--- src/rtl/imem_debug_ctrl.sv ---
// ---------------------------------------------------------------------------
// imem_debug_ctrl
//
// Debug-unit sequencer for the fetch stage. It owns the instruction-memory
// write port and the fetch stall/read-enable controls.
//
// A host byte stream is assembled MSB-first into 32-bit words, and each word
// is written to the next word address. After loading, the pipeline either runs
// freely or advances one cycle per step command. Fetch freezes when the
// pipeline reports that it has retired the halt instruction.
//
// state | meaning
// ------+--------------------------------------------------------------
// IDLE  | stalled, waiting for 'L' (load), 'C' (continue) or 'S' (step)
// LOAD  | collecting the four bytes of the current word
// WRITE | one-cycle memory write of the assembled word
// CONT  | free run until halt
// STEP  | stalled; each 'S' releases exactly one fetch cycle, 'Q' exits
// DONE  | halted, frozen; only 'L' restarts a load
//
// Ports:
//   i_clk, i_reset     clock and synchronous active-high reset
//   i_rx_data/valid    host byte and its one-cycle strobe
//   i_halt             pipeline halt indication (level or pulse)
//   o_write_en         instruction-memory write strobe
//   o_data, o_addr_wr  write data and word-aligned byte address
//   o_read_en, o_stall fetch read enable and PC/fetch stall
//   o_state            FSM state code
//   o_word_count       words written in the current load
//   o_load_err         sticky overflow flag, cleared by the next 'L'
//
// Every output is a flop. The "output" process computes next values from the
// next state, so no input has a combinational path to any output.
// ---------------------------------------------------------------------------
module imem_debug_ctrl #(
  parameter int          MEM_WORDS = 256,
  parameter logic [31:0] HALT_WORD = 32'hFFFF_FFFF,
  parameter int          CNT_W     = 9
) (
  input  logic             i_clk,
  input  logic             i_reset,
  input  logic [7:0]       i_rx_data,
  input  logic             i_rx_valid,
  input  logic             i_halt,
  output logic             o_write_en,
  output logic [31:0]      o_data,
  output logic [31:0]      o_addr_wr,
  output logic             o_read_en,
  output logic             o_stall,
  output logic [2:0]       o_state,
  output logic [CNT_W-1:0] o_word_count,
  output logic             o_load_err
);

  typedef enum logic [2:0] {
    S_IDLE  = 3'd0,
    S_LOAD  = 3'd1,
    S_WRITE = 3'd2,
    S_CONT  = 3'd3,
    S_STEP  = 3'd4,
    S_DONE  = 3'd5
  } state_t;

  localparam logic [7:0] CMD_LOAD = 8'h4C;  // 'L'
  localparam logic [7:0] CMD_CONT = 8'h43;  // 'C'
  localparam logic [7:0] CMD_STEP = 8'h53;  // 'S'
  localparam logic [7:0] CMD_QUIT = 8'h51;  // 'Q'

  localparam logic [CNT_W-1:0] WORDS_FULL = CNT_W'(MEM_WORDS);

  state_t           state_q, state_d;
  logic [31:0]      asm_q;
  logic [1:0]       byte_cnt_q;

  logic             stall_d, read_en_d, write_en_d, load_err_d;
  logic [31:0]      data_d, addr_d;
  logic [CNT_W-1:0] word_count_d;

  logic [31:0]      word_next;
  logic             last_byte, overflow, start_load, step_go;

  // The word that results if the current byte is shifted in.
  assign word_next  = {asm_q[23:0], i_rx_data};

  assign last_byte  = (state_q == S_LOAD) && i_rx_valid && (byte_cnt_q == 2'd3);
  assign overflow   = last_byte && (o_word_count == WORDS_FULL);
  assign start_load = i_rx_valid && (i_rx_data == CMD_LOAD) &&
                      ((state_q == S_IDLE) || (state_q == S_DONE));
  // A halt seen together with the step byte wins. The pipeline has already
  // stopped in that case, so no further fetch is released.
  assign step_go    = (state_q == S_STEP) && i_rx_valid &&
                      (i_rx_data == CMD_STEP) && !i_halt;

  // State register
  always_ff @(posedge i_clk) begin
    if (i_reset) state_q <= S_IDLE;
    else         state_q <= state_d;
  end

  // Next-state logic
  always_comb begin
    state_d = state_q;
    case (state_q)
      S_IDLE: begin
        if (i_rx_valid) begin
          if      (i_rx_data == CMD_LOAD) state_d = S_LOAD;
          else if (i_rx_data == CMD_CONT) state_d = S_CONT;
          else if (i_rx_data == CMD_STEP) state_d = S_STEP;
        end
      end
      S_LOAD: begin
        if (last_byte) state_d = overflow ? S_IDLE : S_WRITE;
      end
      S_WRITE: begin
        // o_data holds the word being written during this cycle.
        state_d = (o_data == HALT_WORD) ? S_IDLE : S_LOAD;
      end
      S_CONT: begin
        if (i_halt) state_d = S_DONE;
      end
      S_STEP: begin
        if (i_halt)                                    state_d = S_DONE;
        else if (i_rx_valid && i_rx_data == CMD_QUIT) state_d = S_IDLE;
      end
      S_DONE: begin
        if (start_load) state_d = S_LOAD;
      end
      default: state_d = S_IDLE;
    endcase
  end

  // Output logic: next values of the registered outputs
  always_comb begin
    stall_d      = 1'b1;
    read_en_d    = 1'b0;
    write_en_d   = 1'b0;
    data_d       = o_data;
    addr_d       = o_addr_wr;
    word_count_d = o_word_count;
    load_err_d   = o_load_err;

    if (state_d == S_CONT || step_go) begin
      stall_d   = 1'b0;
      read_en_d = 1'b1;
    end

    if (state_d == S_WRITE) begin
      write_en_d = 1'b1;
      data_d     = word_next;
      addr_d     = 32'({o_word_count, 2'b00});
    end

    if (start_load) begin
      word_count_d = '0;
      load_err_d   = 1'b0;
    end else begin
      if (state_q == S_WRITE) word_count_d = o_word_count + 1'b1;
      if (overflow)           load_err_d   = 1'b1;
    end
  end

  always_ff @(posedge i_clk) begin
    if (i_reset) begin
      o_stall      <= 1'b1;
      o_read_en    <= 1'b0;
      o_write_en   <= 1'b0;
      o_data       <= '0;
      o_addr_wr    <= '0;
      o_word_count <= '0;
      o_load_err   <= 1'b0;
    end else begin
      o_stall      <= stall_d;
      o_read_en    <= read_en_d;
      o_write_en   <= write_en_d;
      o_data       <= data_d;
      o_addr_wr    <= addr_d;
      o_word_count <= word_count_d;
      o_load_err   <= load_err_d;
    end
  end

  // Byte assembly. A byte arriving during WRITE becomes byte 0 of the next
  // word, which keeps a one-byte-per-cycle stream loss-free.
  always_ff @(posedge i_clk) begin
    if (i_reset) begin
      asm_q      <= '0;
      byte_cnt_q <= '0;
    end else if (start_load) begin
      byte_cnt_q <= '0;
    end else if (i_rx_valid && (state_q == S_LOAD || state_q == S_WRITE)) begin
      asm_q      <= word_next;
      byte_cnt_q <= (state_q == S_WRITE) ? 2'd1 : byte_cnt_q + 2'd1;
    end
  end

  assign o_state = state_q;

endmodule

--- config.mk ---
export PLATFORM = sky130hd
export DESIGN_NAME = imem_debug_ctrl
export DESIGN_NICKNAME = d
export VERILOG_FILES = /design/src/rtl/imem_debug_ctrl.sv
export SDC_FILE = /design/constraint.sdc
export NUM_CORES = 1
export LEC_CHECK = 0
export CAP_MARGIN = 20
export CORE_ASPECT_RATIO = 0.8
export CORE_MARGIN = 4
export CORE_UTILIZATION = 50
export CTS_CLUSTER_SIZE = 16
export DETAILED_ROUTE_END_ITERATION = 12
export MAX_ROUTING_LAYER = met4
export PLACE_DENSITY = 0.8
export RECOVER_POWER = 100
export SLEW_MARGIN = 40
export SYNTH_ARGS = -nofsm -noshare
export SYNTH_HDL_FRONTEND = slang
export SYNTH_SLANG_ARGS = --single-unit
--- constraint.sdc ---
create_clock -name i_clk -period 2.7 [get_ports i_clk]
set_input_delay 0.405 -clock i_clk [delete_from_list [all_inputs] [get_ports i_clk]]
set_output_delay 0.405 -clock i_clk [all_outputs]
set_load 0.01 [all_outputs]
After elaboration in Yosys (flattened, before gate mapping)
Index checks and enable logic that the tools add are counted.

$add $sub $neg: 2. Equal/unequal tests: 14. Muxes and demuxes: 16. Bitwise operators: 1. Reductions and logical operators: 17.

Operators with widths (count): 32-bit equality test (second input constant) (1); 8-bit by 7-bit equality test with 1-bit output (second input constant) (4); 3-bit two-way mux (9); 3-bit case mux with 6 select lines (1); 3-bit by 2-bit equality test with 1-bit output (second input constant) (4); 1-bit logical AND (10); 9-bit by 1-bit adder with 9-bit output (second input constant) (1); 9-bit equality test (second input constant) (1); 3-bit equality test (second input constant) (2); 1-bit two-way mux (4); 2-bit two-way mux (2); 3-bit by 1-bit equality test with 1-bit output (second input constant) (1); 3-bit zero test (1); 1-bit logical OR (3); 2-bit by 1-bit adder with 2-bit output (second input constant) (1); 2-bit equality test (second input constant) (1); 2-bit AND reduction (1); 2-bit OR reduction (1); 1-bit zero test (1); 1-bit NOT (1).

Register bits: 83. Bits of input ports: 12. Output and inout bits: 80.

Depth between registers and ports, before layout
Gate-level depths: netlist (run 1).

Depth in word-level cells: 10. Depth in mapped cells: 9.

Worst setup path before layout (run 1)
No wires, ideal clock.

Path type: flip-flop to flip-flop. Start: register o_word_count[0]. End: register o_addr_wr[4]. Arrival: 1.936 ns. Data required time: 2.628 ns. Path slack: 0.693 ns. Cell stages (with the launch flop): 10. Clock period less this slack: 2.007 ns. Cells stage by stage: dfxtp_1 > inv_1 > ha_1 > nor4b_2 > a21boi_1 > o311ai_4 > nor3_2 > buf_6 > buf_8 > mux2i_1.

Longest elaborated chain between the ends: 6.

Ends and longest elaborated chain: from (decl) (line 51) `output logic [CNT_W-1:0] o_word_count,`; from (signal assigned) (line 177) `o_word_count <= word_count_d;`; 9-bit equality test (line 86) `assign overflow = last_byte && (o_word_count == WORDS_FULL);`; 1-bit logical AND (line 86); 2-bit two-way mux (line 112) `if (last_byte) state_d = overflow ? S_IDLE : S_WRITE;`; 3-bit two-way mux (line 112); 3-bit case mux with 6 select lines (line 103) `case (state_q)`; 3-bit by 2-bit equality test with 1-bit output (line 147) `if (state_d == S_WRITE) begin`; to (signal assigned) (line 176) `o_addr_wr <= addr_d;`; to (decl) (line 47) `output logic [31:0] o_addr_wr,`.

No other way between the ends. A chain may end at the register's enable or synchronous reset.

Worst setup path after layout (run 1)
Start: input port i_rx_data[5]. End: register o_addr_wr[8].

Longest elaborated chain between the ends: 7.

Ends and longest elaborated chain: from (decl) (line 42) `input logic [7:0] i_rx_data,`; 8-bit by 7-bit equality test with 1-bit output (line 108) `else if (i_rx_data == CMD_STEP) state_d = S_STEP;`; 3-bit two-way mux (line 108); 3-bit two-way mux (line 107) `else if (i_rx_data == CMD_CONT) state_d = S_CONT;`; 3-bit two-way mux (line 106) `if (i_rx_data == CMD_LOAD) state_d = S_LOAD;`; 3-bit two-way mux (line 105) `if (i_rx_valid) begin`; 3-bit case mux with 6 select lines * (line 103); 3-bit by 2-bit equality test with 1-bit output * (line 147).

Every way passes the cells marked *; elsewhere a longest branch is shown, timed or not.

==> impl_metrics.py, run 1 <==
metrics = {
    "yosys": {
        "synth_top_area_share": 0.4240,
        "synth_edf_count": 0,
        "synthDistinctLibCells": 45,
        "avgSynthCellArea_um2": 9.221,
        "ys.flop_type": "dfxtp_1",
        "synth_area_leaders": "dfxtp_1 42%, nand2b_1 12%, mux2i_1 9.7%, nand2_1 5.2%, buf_4 4.8%",
        "syn_inst": 425,
        "async_reset_ff_frac": 0,
        "synth-warning-count": 0,
        "synth-seq-area-share": 0.4240,
        "yosys.area.top_type": "dfxtp_1",
        "synth_area_um2": 3919,
        "synth_seq_cells": 83,
    },
    "global_routing": {
        "grt_pass1_vias": 2820,
        "use_met1": 0.2530,
        "grt_max_degree": 43,
        "grt_usage": 0.1910,
        "grt_util_met2": 0.2840,
        "grt_use_met3": 0.06079,
        "overflow": 0,
        "antenna_found_initial": 0,
        "busiest_layer": "met2",
        "grt_pass1_wl_mm": 13.74,
    },
    "clocking": {
        "holdBufCountCts": 0,
        "cts_tree": "yes",
        "htreeDepth": 3,
        "path_clk_slew_ns": 0.08,
        "cts_buffers": 9,
        "clockBufferDepth": 2,
        "cts-root-buf": "clkbuf_8",
        "cts_resized": 0,
        "postCtsSetupBuffers": 0,
        "clkSinkCount": 83,
        "clk_latency_ns": 0.35,
    },
    "sta": {
        "final.min_clock_period_ns": 2.376,
        "hold_violations": 0,
        "fin_ws_ns": 0.3239,
        "fin_worst_skew_ns": 0.008778,
        "maxSlewViolCount": 0,
        "maxSlewHeadroom": 0.6094,
        "fmax_mhz": 420.9,
        "tightest_slew_ns": 0.5805,
        "rsz0062_at_grt": "no",
        "fin_tns_setup_ns": 0,
        "finalCritPeriodShare": 0.8800,
        "setup_viol": 0,
    },
    "pwr": {
        "power_w": 0.002299,
        "power_density_nw_per_um2": 478.2,
        "irDropWorstVdd_v": 0.0004010,
        "power.leakage_nw": 1.784,
    },
    "place": {
        "post_dp_cell_area_um2": 4601,
        "dp_cells": 581,
        "detailed_place_hpwl_mm": 5.997,
        "gp_congestion": 0.7586,
        "post-place-ws_ns": 0.05751,
        "numPortBuffers": 68,
    },
    "floorplanning": {
        "placementRows": 28,
        "start_util": 0.5227,
        "core_um2": 7497,
        "die_h_um": 87.19,
        "die_w_um": 107.0,
        "io_pins": 92,
        "dieArea_um2": 9327,
    },
    "detailed_routing": {
        "vias": 3017,
        "wl_per_cell_um": 13.99,
        "drt_iter0_drc": 91,
        "routed_wl_mm": 8.340,
        "antenna_left": 0,
        "viasPerCell": 5.062,
        "first_pass_iters": 4,
        "drc_errors": 0,
    },
    "job": {
        "drv_cap": 0,
    },
    "final_layout": {
        "drive_gt1_frac": 0.06925,
        "area_delta_synth_final_pct": 22.67,
        "n_antenna_cell": 0,
        "final_cell_mix": "83 x dfxtp_1, 77 x nand2b_1, 58 x dlygate4sd3_1",
        "final_common_cell": "dfxtp_1",
        "final_area_um2": 4807,
        "instances_no_fill": 596,
        "nNetsFinal": 502,
    },
    "worst_setup_path": {
        "critPathLaunchType": "input pin",
        "cp_data_required_time_ns": 2.98,
        "timing.rr.start": "o_word_count[0]",
        "crit_start": "i_rx_data[5]",
        "end_kind": "flop",
        "crit_chain": "dlygate4sd3_1 > nor4b_4 > a31o_2 > o311ai_4 > nor3_4 > clkbuf_1 > mux2i_1",
        "crit_arrival_ns": 2.66,
        "critPathMaxStageDelay_ns": 0.63,
        "crit_path_max_fanout": 10,
        "path_class": "input pin to flop",
        "cpMaxStageDelayCell": "dlygate4sd3_1",
    },
    "worst_hold_path": {
        "min_from": "asm_q[22]",
        "hold_class": "flop to flop",
    },
    "outcome": {
        "status": "finished, final reports clean",
    },
}
==> kinds of logic after synthesis <==
group,synth area share
AND/OR/NAND/NOR,0.2775
flip-flops,0.4240
buffers and inverters,0.08205
AO/OA/AOI/OAI,0.08430
multiplexers,0.09706
XOR/XNOR,0.02459
adder cells (fa/ha/maj),0.009580
other,0.0009569
==> metal layers <==
layer  wire length (um)  share of wire
met4                135          0.016
met5                  0              0
met2               3879           0.47
met1               3906           0.47
met3                419          0.050
==> registers in the layout, summed over array words and instances (netlist names) <==
name and cells:
asm_q 24, byte_cnt_q 2, o_addr_wr 9, o_data 32, o_load_err 1, o_read_en 1
o_stall 1, o_state 3, o_word_count 9, o_write_en 1
==> Yosys cell counts, drive strengths merged (3+ instances only) <==
master / instances
nand4: 13
inv: 4
nand2b: 77
xor2: 9
nand3b: 3
clkbuf: 18
nor3: 3
a21oi: 33
ha: 3
mux2i: 38
o31ai: 4
nor4b: 3
and3: 3
nor3b: 3
dfxtp: 83
nand2: 54
nor4: 3
buf: 30
or4: 3
nor2: 18
==> final timing paths <==
kind                       end  slack [ns]  depth (start not counted)
setup / recovery  o_addr_wr[8]        0.32                          7
hold / removal       asm_q[22]        0.46                          2
setup reg to reg  o_addr_wr[8]        0.51                          8
hold reg to reg      asm_q[22]        0.46                          2
==> where the power goes <==
group	switching (W)	internal (W)
logic	0.0000623	0.0000474
registers	0.00000202	0.00122
clock network	0.000445	0.000519
==> critical path: cells and delay by family <==
| kind | cells | cell delay, ns |
|---|---|---|
| buffers and inverters | 2 | 0.93 |
| AND/OR/NAND/NOR | 2 | 0.67 |
| multiplexers | 1 | 0.23 |
| AO/OA/AOI/OAI | 2 | 0.42 |
==> layout make-up <==
type	instances	area, um2
Clock buffer	9	123.9
Clock inverter	6	90.09
Fill cell	652	2690
Inverter	4	15.01
Multi-Input combinational cell	312	2024
Sequential cell	83	1662
Tap cell	105	131.4
Timing Repair Buffer	77	760.7
==> metrics by stage <==
step	hold WS, ns	util
2_1_floorplan	0.4368	-
3_3_place_gp	0.4472	0.6137
3_5_place_dp	0.4498	0.6137
4_1_cts	0.4628	0.6422
5_1_grt	0.4863	0.6412
6_report	0.4606	0.6412
(Power assumes the default switching activity.)
==> run 2: changes to the inputs <==
==> constraint.sdc (replaced) <==
create_clock -name i_clk -period 2.55 [get_ports i_clk]
set_input_delay 0.3825 -clock i_clk [delete_from_list [all_inputs] [get_ports i_clk]]
set_output_delay 0.3825 -clock i_clk [all_outputs]
set_load 0.01 [all_outputs]
==> run 2 against run 1 <==
  * Clock-buffer cell count is 1 higher
  * Clock skew hardly changed
  * Combinational power is 8% higher
  * Sequential power is 6% higher
  * Hold slack better by 0.0011 ns
  * Highest routed layer unchanged
  * Register-to-register slack worse by 0.09 ns
  * Global-route usage is 0.83 points higher
==> impl_metrics.py, run 2 (synthesis gave the netlist of run 1 again) <==
metrics = {
    "global_routing": {
        "antenna_found_initial": 0,
        "grt_pass1_wl_mm": 14.39,
        "grt_usage": 0.1993,
        "overflow": 0,
        "grt_max_degree": 42,
        "grt_pass1_vias": 2968,
    },
    "floorplanning": {
        "start_util": 0.5227,
        "dieArea_um2": 9327,
        "core_um2": 7497,
        "die_h_um": 87.19,
        "io_pins": 92,
        "placementRows": 28,
        "die_w_um": 107.0,
    },
    "place": {
        "post_dp_cell_area_um2": 4653,
        "detailed_place_hpwl_mm": 6.317,
        "gp_congestion": 0.7467,
        "numPortBuffers": 68,
        "dp_cells": 588,
    },
    "final_layout": {
        "n_antenna_cell": 0,
        "final_cell_mix": "83 x dfxtp_1, 77 x nand2b_1, 59 x dlygate4sd3_1",
        "area_delta_synth_final_pct": 24.39,
        "final_area_um2": 4875,
        "drive_gt1_frac": 0.08016,
        "largest_registers": "o_data: 32 flops, asm_q: 24 flops",
        "final_common_cell": "dfxtp_1",
        "largest_reg_flops": 32,
        "instances_no_fill": 604,
        "top_register": "o_data",
        "nNetsFinal": 509,
        "postLayoutCoreUtil": 0.6502,
    },
    "worst_setup_path": {
        "crit_cells": 7,
        "cp_data_required_time_ns": 2.82,
        "critPathMaxStageDelay_ns": 0.61,
        "critPathLaunchType": "input pin",
        "timing.rr.end": "o_data[30]",
        "crit_path_max_fanout": 17,
        "timing.rr.start": "o_word_count[0]",
        "crit_chain": "dlygate4sd3_1 > nor4b_4 > a31o_2 > o311ai_4 > nor3_4 > buf_12 > mux2i_1",
        "crit_arrival_ns": 2.59,
        "end_kind": "flop",
        "crit_family": "buffers and inverters",
        "crit_buf_inv": 2,
        "reg2reg_depth": 8,
        "rrSetupSlack_ns": 0.42,
        "path_class": "input pin to flop",
        "crit_start": "i_rx_data[4]",
        "worstSetupEndpoint": "o_data[30]",
        "cpMaxStageDelayCell": "dlygate4sd3_1",
    },
    "clocking": {
        "htreeDepth": 3,
        "cts_tree": "yes",
        "clkSinkCount": 83,
        "cts_buffers": 9,
        "clockBufferDepth": 2,
        "clk_latency_ns": 0.35,
        "cts-root-buf": "clkbuf_8",
        "path_clk_slew_ns": 0.09,
        "holdBufCountCts": 0,
        "cts_resized": 0,
        "postCtsSetupBuffers": 0,
    },
    "sta": {
        "fmax_mhz": 431.4,
        "setup_viol": 0,
        "hold_violations": 0,
        "maxSlewHeadroom": 0.6337,
        "fin_worst_skew_ns": 0.008801,
        "fin_tns_setup_ns": 0,
        "maxSlewViolCount": 0,
        "tightest_slew_ns": 0.5495,
        "final.min_clock_period_ns": 2.318,
        "rsz0062_at_grt": "no",
        "finalCritPeriodShare": 0.9090,
    },
    "detailed_routing": {
        "first_pass_iters": 4,
        "wl_per_cell_um": 14.43,
        "drt_iter0_drc": 111,
        "drc_errors": 0,
        "antenna_left": 0,
        "vias": 3070,
        "routed_wl_mm": 8.716,
        "viasPerCell": 5.083,
    },
    "job": {
        "drv_cap": 0,
    },
    "pwr": {
        "irDropWorstVdd_v": 0.0005107,
        "power_density_nw_per_um2": 522.2,
        "power.leakage_nw": 1.830,
    },
    "outcome": {
        "status": "finished, final reports clean",
    },
    "worst_hold_path": {
        "hold_class": "flop to flop",
    },
}
-- run 2: cell type report --
type | instances | area (um2)
Clock buffer | 10 | 127.6
Timing Repair Buffer | 84 | 813.3
Multi-Input combinational cell | 312 | 2013
Fill cell | 656 | 2623
Inverter | 4 | 15.01
Sequential cell | 83 | 1662
Tap cell | 105 | 131.4
Clock inverter | 6 | 112.6
-- run 2: worst min-delay path by stage --
stage	startpoint	endpoint	cells past startpoint
floorplan	asm_q[16]	asm_q[16]	2
global placement	asm_q[23]	asm_q[23]	2
detailed placement	asm_q[17]	asm_q[17]	2
CTS	asm_q[17]	asm_q[17]	2
global route	asm_q[17]	asm_q[17]	2
finish	asm_q[17]	asm_q[17]	2
-- run 2: metal layers --
layer / wire (um) / share of wire / track usage / up-vias
met5: 0 / 0 / - / -
met4: 72 / 0.0083 / 0.04181 / 0
met3: 452 / 0.052 / 0.05263 / 8
met2: 4138 / 0.47 / 0.3206 / 89
met1: 4052 / 0.46 / 0.2552 / 1447
li1: - / - / - / 1526
-- run 2: worst reg2reg max path, stage by stage, from the launching register on --
cell and delay (ns):
dfxtp_1 0.41, inv_1 0.08, ha_1 0.19, nor4b_2 0.16, a21boi_1 0.25, o311ai_4 0.16, nor3_4 0.34, buf_12 0.22
mux2i_1 0.24
-- run 2: metrics by stage --
stage          hold slack (ns)  worst slack, ns  total power, W
2_1_floorplan           0.4368           0.5426        0.001430
3_3_place_gp            0.4437          0.07684        0.001447
3_5_place_dp            0.4492          0.01335        0.001449
4_1_cts                 0.4611           0.3466        0.002565
5_1_grt                 0.4882           0.1263        0.002632
6_report                0.4617           0.2320        0.002546
-- run 2: power by group --
part | switching [W] | internal [W]
logic | 0.0000668 | 0.0000522
registers | 0.00000208 | 0.00130
clock network | 0.000474 | 0.000654
==> run 3: changes to the inputs <==
--- a/config.mk
+++ b/config.mk
@@ -6,7 +6,7 @@
 export NUM_CORES = 1
 export LEC_CHECK = 0
 export CAP_MARGIN = 20
-export CORE_ASPECT_RATIO = 0.8
+export CORE_ASPECT_RATIO = 0.6
 export CORE_MARGIN = 4
 export CORE_UTILIZATION = 50
 export CTS_CLUSTER_SIZE = 16
==> run 3 against run 2 <==
  * First-iteration DRC count is 96% higher
  * Combinational power hardly changed
  * Final area rose by 0.69%
  * Sequential share of layout area is 0.23 points lower
  * Largest power group is now the clock network
==> impl_metrics.py, run 3 (synthesis gave the netlist of run 1 again) <==
metrics = {
    "pwr": {
        "intPower_w": 0.002158,
        "power.leakage_nw": 1.835,
        "power_density_nw_per_um2": 556.5,
        "comb_power_share": 0.043,
        "irDropWorstVdd_v": 0.0003361,
        "swShare": 0.2100,
        "p_switching_w": 0.0005736,
        "power_frac_seq": 0.476,
        "clkPwrFrac": 0.481,
    },
    "final_layout": {
        "top_register": "o_data",
        "largest_reg_flops": 32,
        "final_cell_mix": "83 x dfxtp_1, 77 x nand2b_1, 58 x dlygate4sd3_1",
        "largest_registers": "o_data: 32 flops, asm_q: 24 flops",
        "n_antenna_cell": 0,
        "instances_no_fill": 597,
        "nNetsFinal": 504,
        "postLayoutCoreUtil": 0.6591,
        "area_delta_synth_final_pct": 25.26,
        "drive_gt1_frac": 0.07302,
        "final_common_cell": "dfxtp_1",
        "final_area_um2": 4908,
    },
    "worst_hold_path": {
        "min_from": "asm_q[21]",
        "hold_class": "flop to flop",
        "min_path_cells": 2,
        "hold_end": "asm_q[21]",
    },
    "sta": {
        "hold_violations": 0,
        "fin_tns_setup_ns": 0,
        "fin_worst_skew_ns": 0.008409,
        "maxSlewViolCount": 0,
        "finalCritPeriodShare": 0.9083,
        "fmax_mhz": 431.7,
        "tightest_slew_ns": 0.6324,
        "setup_viol": 0,
        "maxSlewHeadroom": 0.5784,
        "rsz0062_at_grt": "no",
        "final.min_clock_period_ns": 2.316,
    },
    "worst_setup_path": {
        "rrSetupSlack_ns": 0.23,
        "cp_data_required_time_ns": 2.81,
        "crit_path_max_fanout": 27,
        "reg2reg_depth": 8,
        "critPathLaunchType": "flop",
        "crit_arrival_ns": 2.58,
        "end_kind": "flop",
        "timing.rr.end": "o_data[29]",
        "path_class": "flop to flop",
        "timing.rr.start": "o_word_count[0]",
    },
    "floorplanning": {
        "core_um2": 7447,
        "start_util": 0.5262,
        "dieArea_um2": 9364,
        "die_h_um": 76.58,
        "placementRows": 24,
        "io_pins": 92,
        "die_w_um": 122.3,
    },
    "global_routing": {
        "antenna_found_initial": 0,
        "grt_max_degree": 72,
        "grt_pass1_wl_mm": 14.77,
        "overflow": 0,
        "grt_usage": 0.2045,
        "grt_pass1_vias": 2855,
    },
    "place": {
        "gp_congestion": 0.8998,
        "detailed_place_hpwl_mm": 6.495,
        "numPortBuffers": 68,
        "dp_cells": 582,
        "post_dp_cell_area_um2": 4614,
    },
    "detailed_routing": {
        "routed_wl_mm": 9.120,
        "drc_errors": 0,
        "vias": 3058,
        "drt_iter0_drc": 218,
        "viasPerCell": 5.122,
        "antenna_left": 0,
        "wl_per_cell_um": 15.28,
        "first_pass_iters": 4,
    },
    "clocking": {
        "cts-root-buf": "clkbuf_16",
        "cts_tree": "yes",
        "cts_resized": 0,
        "clk_latency_ns": 0.34,
        "path_clk_slew_ns": 0.06,
        "clkSinkCount": 83,
        "postCtsSetupBuffers": 0,
        "cts_buffers": 9,
        "holdBufCountCts": 0,
        "clockBufferDepth": 2,
        "htreeDepth": 3,
    },
    "job": {
        "drv_cap": 0,
    },
    "outcome": {
        "status": "finished, final reports clean",
    },
}
run 3: changes by cell type in the layout (fill, tap and decap cells not counted), sizes merged:
cell,change
bufinv,-2
clkinv,-2
dlygate4sd3,-1
clkinvlp,+1
clkdlybuf4s50,+1
buf,-6
clkbuf,+3
run 3: worst max-delay path: stages (launching register included):
cell	delay, ns
dfxtp_1	0.40
inv_1	0.09
ha_1	0.20
nor4b_2	0.18
a21boi_0	0.35
o311ai_4	0.21
nor3_4	0.30
buf_12	0.25
mux2i_1	0.23
run 3: per-layer routing:
| metal | vias to the layer above | wire, um | global-route usage |
|---|---|---|---|
| met5 | - | 0 | - |
| met4 | 0 | 55 | 0.03687 |
| met3 | 4 | 581 | 0.06973 |
| met2 | 93 | 3811 | 0.2614 |
| met1 | 1448 | 4672 | 0.3084 |
| li1 | 1513 | - | - |
run 3: final cells by class:
| type | count | area, um2 |
|---|---|---|
| Clock inverter | 3 | 46.29 |
| Fill cell | 636 | 2539 |
| Tap cell | 104 | 130.1 |
| Multi-Input combinational cell | 312 | 2024 |
| Inverter | 4 | 15.01 |
| Clock buffer | 12 | 256.5 |
| Sequential cell | 83 | 1662 |
| Timing Repair Buffer | 79 | 774.5 |
run 3: worst max-delay path by stage:
| stage | from | endpoint | slack [ns] | cells past startpoint |
|---|---|---|---|---|
| after floorplan | o_word_count[0] | o_addr_wr[4] | 0.54 | 9 |
| after global placement | i_rx_data[6] | o_addr_wr[10] | 0.12 | 7 |
| after detailed placement | i_rx_data[4] | o_data[26] | 0.03 | 7 |
| after CTS | o_word_count[0] | o_data[29] | 0.33 | 8 |
| after global routing | o_word_count[0] | o_data[29] | 0.12 | 8 |
| final | o_word_count[0] | o_data[29] | 0.23 | 8 |
run 3: stage by stage:
step / setup slack [ns] / hold slack [ns] / power [W]
after floorplan: 0.5426 / 0.4368 / 0.001430
after global placement: 0.1151 / 0.4441 / 0.001444
after detailed placement: 0.03249 / 0.4488 / 0.001446
after CTS: 0.3320 / 0.4608 / 0.002752
after global routing: 0.1155 / 0.4774 / 0.002824
final: 0.2338 / 0.4622 / 0.002731
run 3: power groups by stage:
stage          Sequential, W  Clock [W]  Combinational, W
3_3_place_gp         0.00133          0          0.000115
2_1_floorplan        0.00133          0          0.000101
3_5_place_dp         0.00133          0          0.000116
6_report             0.00130    0.00131          0.000117
4_1_cts              0.00130    0.00134          0.000117
5_1_grt              0.00130    0.00140          0.000128
